`config.mk`:
```
export PLATFORM = sky130hd
export DESIGN_NAME = mig_tt_reader
export DESIGN_NICKNAME = d
export VERILOG_FILES = /design/src/rtl/mig_tt_reader.sv
export SDC_FILE = /design/constraint.sdc
export NUM_CORES = 1
export LEC_CHECK = 0
export BUFFER_PORTS_ARGS = -buffer_cell sky130_fd_sc_hd__buf_2
export CAP_MARGIN = 30
export CORE_UTILIZATION = 57
export DETAILED_ROUTE_END_ITERATION = 16
export PLACE_DENSITY = 0.78
export SYNTH_ARGS = -nofsm -noshare
export SYNTH_HDL_FRONTEND = slang
export SYNTH_SLANG_ARGS = --single-unit
```
`constraint.sdc`:
```
create_clock -name clk -period 4.6 [get_ports clk]
set_input_delay 0.46 -clock clk [delete_from_list [all_inputs] [get_ports clk]]
set_output_delay 0.46 -clock clk [all_outputs]
set_load 0.1 [all_outputs]
```
`src/rtl/mig_tt_reader.sv`:
```
// Purpose: sweeps a 4-input network through minterms 0..15 and reads y0 back into a truth table.
// Latency: done pulses 16*SETTLE_CYCLES cycles after the start edge; tt/match/mismatch_cnt update with done.
// Backpressure: none; start is only accepted in IDLE (including the done cycle), ignored while busy.
module mig_tt_reader #(
  parameter int unsigned SETTLE_CYCLES = 1,
  parameter logic [15:0] TT_EXPECTED   = 16'h0000
) (
  input  logic        clk,
  input  logic        rst_n,
  input  logic        start,
  input  logic        y0,
  output logic        x0,
  output logic        x1,
  output logic        x2,
  output logic        x3,
  output logic        busy,
  output logic        done,
  output logic [15:0] tt,
  output logic        match,
  output logic [4:0]  mismatch_cnt
);

  typedef enum logic {
    IDLE  = 1'b0,
    SWEEP = 1'b1
  } state_e;

  // Terminal value of the settle counter; the sample is taken on the edge where it is reached.
  localparam logic [3:0] CNT_LAST = 4'(SETTLE_CYCLES - 1);

  state_e      state_q;
  logic [3:0]  idx_q;
  logic [3:0]  cnt_q;
  logic [15:0] accum_q;
  logic [3:0]  x_q;
  logic        busy_q;
  logic        done_q;
  logic [15:0] tt_q;
  logic        match_q;
  logic [4:0]  mis_q;

  logic [15:0] accum_d;
  logic [15:0] diff_d;
  logic [4:0]  mis_d;
  logic        cnt_last;

  // Accumulator with the current sample merged in, plus the mismatch popcount of that value.
  // The final minterm's sample is folded in here so completion can register it in the same edge.
  always_comb begin
    accum_d         = accum_q;
    accum_d[idx_q]  = y0;
    diff_d          = accum_d ^ TT_EXPECTED;
    mis_d           = 5'd0;
    for (int i = 0; i < 16; i++) begin
      mis_d = mis_d + 5'(diff_d[i]);
    end
    cnt_last        = (cnt_q == CNT_LAST);
  end

  // Sweep controller with registered minterm drive, status and results.
  always_ff @(posedge clk or negedge rst_n) begin
    if (!rst_n) begin
      state_q <= IDLE;
      idx_q   <= 4'd0;
      cnt_q   <= 4'd0;
      accum_q <= 16'h0000;
      x_q     <= 4'd0;
      busy_q  <= 1'b0;
      done_q  <= 1'b0;
      tt_q    <= 16'h0000;
      match_q <= 1'b0;
      mis_q   <= 5'd0;
    end else begin
      done_q <= 1'b0;
      case (state_q)
        IDLE: begin
          if (start) begin
            state_q <= SWEEP;
            idx_q   <= 4'd0;
            cnt_q   <= 4'd0;
            accum_q <= 16'h0000;
            x_q     <= 4'd0;
            busy_q  <= 1'b1;
          end
        end
        SWEEP: begin
          if (cnt_last) begin
            accum_q <= accum_d;
            cnt_q   <= 4'd0;
            if (idx_q == 4'hF) begin
              // Last minterm sampled: publish results and return to IDLE in one update.
              state_q <= IDLE;
              idx_q   <= 4'd0;
              x_q     <= 4'd0;
              busy_q  <= 1'b0;
              done_q  <= 1'b1;
              tt_q    <= accum_d;
              match_q <= (accum_d == TT_EXPECTED);
              mis_q   <= mis_d;
            end else begin
              idx_q <= idx_q + 4'd1;
              x_q   <= idx_q + 4'd1;
            end
          end else begin
            cnt_q <= cnt_q + 4'd1;
          end
        end
        default: begin
          state_q <= IDLE;
        end
      endcase
    end
  end

  assign x0           = x_q[0];
  assign x1           = x_q[1];
  assign x2           = x_q[2];
  assign x3           = x_q[3];
  assign busy         = busy_q;
  assign done         = done_q;
  assign tt           = tt_q;
  assign match        = match_q;
  assign mismatch_cnt = mis_q;

endmodule

```
Word-level counts from Yosys, hierarchy flattened
Index checks and enable logic that the tools add are counted.
Storage, ports and cells
  register bits: 49
  input port bits: 4
  word-level logic and storage cells: 62
Cells by class
  $add $sub $neg: 17
  magnitude comparators: 2
  equality and inequality tests: 4
  mux-type cells: 23
  bitwise operators: 1
  reductions and logical operators: 6
Operator list (count)
  5-bit by 1-bit adder with 5-bit output: 11
  16-bit two-way mux: 2
  16-bit one-hot mux with 2 select lines: 1
  16-bit bitwise mux: 1
  16-bit logical NOT: 1
  4-bit two-way mux: 4
  4-bit one-hot mux with 2 select lines: 2
  1-bit two-way mux: 10
  4-bit by 1-bit adder with 4-bit output (second input constant): 2
  3-bit AND reduction: 2
  4-bit by 1-bit adder with 5-bit output: 1
  4-bit by 5-bit less-than comparator with 1-bit output (second input constant): 1
  3-bit by 1-bit adder with 4-bit output: 1
  1-bit demux with 4-bit select: 1
  4-bit == test (second input constant): 1
  4-bit by 1-bit greater-or-equal comparator with 1-bit output (second input constant): 1
  4-bit logical NOT: 1
  2-bit by 1-bit inequality test with 1-bit output (second input constant): 2
  1-bit one-hot mux with 2 select lines: 2
  2-bit by 1-bit adder with 3-bit output: 1
  1-bit by 1-bit adder with 2-bit output: 1
  2-bit inequality test (second input constant): 1
  2-bit AND reduction: 1
  1-bit logical AND: 1
  1-bit NOT: 1

Longest topological paths before layout
  depth in word-level cells: 20
  gate-level depth with buffers: 18

Worst setup path after synthesis
OpenSTA, ideal clock, no wires.
  path type: register to register
  from: register x_q[0] (netlist name)
  to: register mis_q[3], in the netlist mismatch_cnt[3]
  setup time: 0.132 ns
  data arrival time: 4.791 ns
  data required time: 4.468 ns
  path slack: -0.323 ns
  cell stages (with the launch flop): 17
  path buffers: 0
  clock period less this slack: 4.923 ns
  cells stage by stage: dfrtp_1 inv_1 ha_1 nand2_1 mux2i_1 inv_1 fa_1 inv_1 fa_1 fa_1 fa_1 inv_1 ha_1 a21o_1 a21oi_1 xor2_1 o21ai_1
RTL lines
  end signal: assignment: line 99  | mis_q <= mis_d;
  end: declaration: line 40  | logic [4:0] mis_q;

==> results.sh <==
export IMPL_seq_area_frac_synth_pct=44.5
export IMPL_n_antenna_cell=0
export IMPL_min_period_ps=4350
export IMPL_synth_edf_count=0
export IMPL_synth_area_leader_cell="dfrtp_1"
export IMPL_start_util_pct=61.2
export IMPL_required_ps=4830
export IMPL_portBuffers=31
export IMPL_vias=2067
export IMPL_synthCells=284
export IMPL_dieArea_mm2=0.00512
export IMPL_grt_max_degree=50
export IMPL_core_area_mm2=0.00450
export IMPL_cts_root_buf="clkbuf_8"
export IMPL_cts_tree="yes"
export IMPL_async_flop_share_pct=100
export IMPL_worstReg2RegEnd="mismatch_cnt[4]$_DFFE_PN0P_"
export IMPL_ant_nets=0
export IMPL_final_layout_size_suffix_gt1_share_pct=20.0
export IMPL_fmax_ghz=0.230
export IMPL_overflow=0
export IMPL_ios=32
export IMPL_tns_ps=0
export IMPL_numClockSinks=49
export IMPL_whs_ps=243
export IMPL_hpwl_mm=3.97
export IMPL_antenna_found_initial=0
export IMPL_dieWidth_um=71.6
export IMPL_ys_ff_latch=49
export IMPL_status="finished clean"
export IMPL_startpoint="x_q[0]$_DFFE_PN0P_"
export IMPL_start_kind="register"
export IMPL_ys_flop_type="dfrtp_1"
export IMPL_h_tree_depth=2
export IMPL_wire_per_inst_um=14.8
export IMPL_yosysTopAreaCellShare_pct=44.5
export IMPL_crit_type="reg -> reg"
export IMPL_min_path_type="in -> async"
export IMPL_synthesis_nets=312
export IMPL_die_h_um=71.6
export IMPL_dr_pass1_iters=4
export IMPL_vias_per_cell=5.56
export IMPL_clock_latency_ps=300
export IMPL_worstMarginPinSlew_ps=833
export IMPL_rr_startpoint="x_q[0]$_DFFE_PN0P_"
export IMPL_place_congestion=0.812
export IMPL_syn_area_per_cell_um2=9.71
export IMPL_worstPathMaxFanout=8
export IMPL_synth_most_common_cell="dfrtp_1"
export IMPL_r2r_slack_ps=250
export IMPL_yosysWarnings=0
export IMPL_clk_pin_slew_worst_paths_ps=90
export IMPL_rows=24
export IMPL_end_kind="register"
export IMPL_grt_use_total_pct=23.4
export IMPL_maxSlewHeadroom_pct=44.5
export IMPL_final_hold_viol_count=0
export IMPL_synth_distinct_cells=38
export IMPL_arrival_ps=4580
export IMPL_maxCapViolations=0
export IMPL_reg2reg_depth=17
export IMPL_grt_pass1_vias=1983
export IMPL_grt_pass1_wl_mm=9.07
export IMPL_syn_area_mm2=0.00276
export IMPL_final_nets=347
export IMPL_synth_commonest_cells="dfrtp_1 (49), o21ai_0 (40), nand2_1 (39), inv_1 (30), nand3_1 (23)"
export IMPL_ys_top_cells_by_area="dfrtp_1 (44%), fa_1 (7.3%), o21ai_0 (7.3%), ha_1 (6.4%), mux2i_1 (5.8%)"
export IMPL_finalMaxSlewViolations=0
export IMPL_final_core_util_pct=69.8
export IMPL_drtIter0Drc=137
export IMPL_area_growth_syn_to_layout_pct=14.0
export IMPL_clockBufferDepth=2
export IMPL_cts_hold_buf=0
export IMPL_skew_ps=9.32
export IMPL_drc_errors=0
export IMPL_setup_viol=0
export IMPL_wl_mm=5.50
export IMPL_finalCritPeriodShare_pct=94.6
export IMPL_numCtsBuffers=5
==> cells in the final DEF (no fill, tap or decap), types with 4 or more instances in the layout <==
master | synthesis | layout
o21ai_0 | 40 | 40
dfrtp_1 | 49 | 45
dfrtp_2 | 0 | 4
ha_1 | 14 | 13
nand2_1 | 39 | 39
clkbuf_8 | 0 | 6
mux2i_1 | 16 | 15
buf_4 | 1 | 11
buf_2 | 0 | 31
nand3_1 | 23 | 23
fa_1 | 10 | 10
inv_1 | 30 | 30
nor2_1 | 6 | 6
nand2b_1 | 5 | 5
==> stage by stage <==
step | area (um2) | setup slack (ps) | std cells
CTS | 3110 | 132 | 370
global placement | 2980 | 280 | 361
floorplan | 2760 | 22.7 | 284
finish | 3140 | 250 | 372
detailed placement | 3000 | 153 | 362
global route | 3140 | -19.7 | 372
==> layer usage <==
metal  vias to the layer above  global-route usage (%)  share of wire, %
li1                       1014                       -                 -
met5                         -                       0                 0
met3                        12                    4.36               3.5
met2                        38                    39.2                47
met1                      1003                    30.5                47
met4                         0                    9.15               2.4
==> flip-flops by register name, indices dropped and copies added, names as in the netlist <==
| register | count |
|---|---|
| done | 1 |
| accum_q | 16 |
| x_q | 4 |
| match | 1 |
| busy | 1 |
| mismatch_cnt | 5 |
| state_q | 1 |
| cnt_q | 4 |
| tt | 16 |
==> worst max path at each step <==
stage	to	slack [ps]	cells after the start
2_1_floorplan	mismatch_cnt[3]$_DFFE_PN0P_	20	16
3_3_place_gp	mismatch_cnt[3]$_DFFE_PN0P_	280	15
3_5_place_dp	mismatch_cnt[4]$_DFFE_PN0P_	150	16
4_1_cts	mismatch_cnt[4]$_DFFE_PN0P_	130	16
5_1_grt	mismatch_cnt[4]$_DFFE_PN0P_	-20	17
6_report	mismatch_cnt[4]$_DFFE_PN0P_	250	17
==> final cells by class <==
cell class	instances	area (um2)
Fill cell	352	1360
Sequential cell	49	1230
Clock inverter	1	30.0
Inverter	31	116
Clock buffer	7	86.3
Multi-Input combinational cell	189	1360
Tap cell	52	65.1
Timing Repair Buffer	43	253
==> cells by family after synthesis <==
kind of cell	share of synthesized area [%]
XOR/XNOR	0.953
AND/OR/NAND/NOR	15.3
buffers and inverters	6.67
multiplexers	7.44
adder cells (fa/ha/maj)	13.6
flip-flops	44.5
AO/OA/AOI/OAI	11.5
==> repair_timing <==
action | 4_1_cts | 5_1_grt
gates resized for setup | 0 | 3
buffers inserted | 0 | 2
setup endpoints to repair | 0 | 4
==> critical path: stages (launching register included) <==
cell and delay (ps):
dfrtp_2 470, inv_1 120, ha_2 240, nand2_1 80, mux2i_1 240, inv_1 100
fa_1 550, inv_1 50, fa_1 470, fa_1 530, fa_1 410, inv_1 60
ha_1 150, inv_1 50, fa_1 390, nor2b_1 140, o21ai_0 90, o21ai_1 120
Power is left out: the tool's default activity adds up to more than one toggle a clock period on the data nets, which glitch-free logic cannot reach.
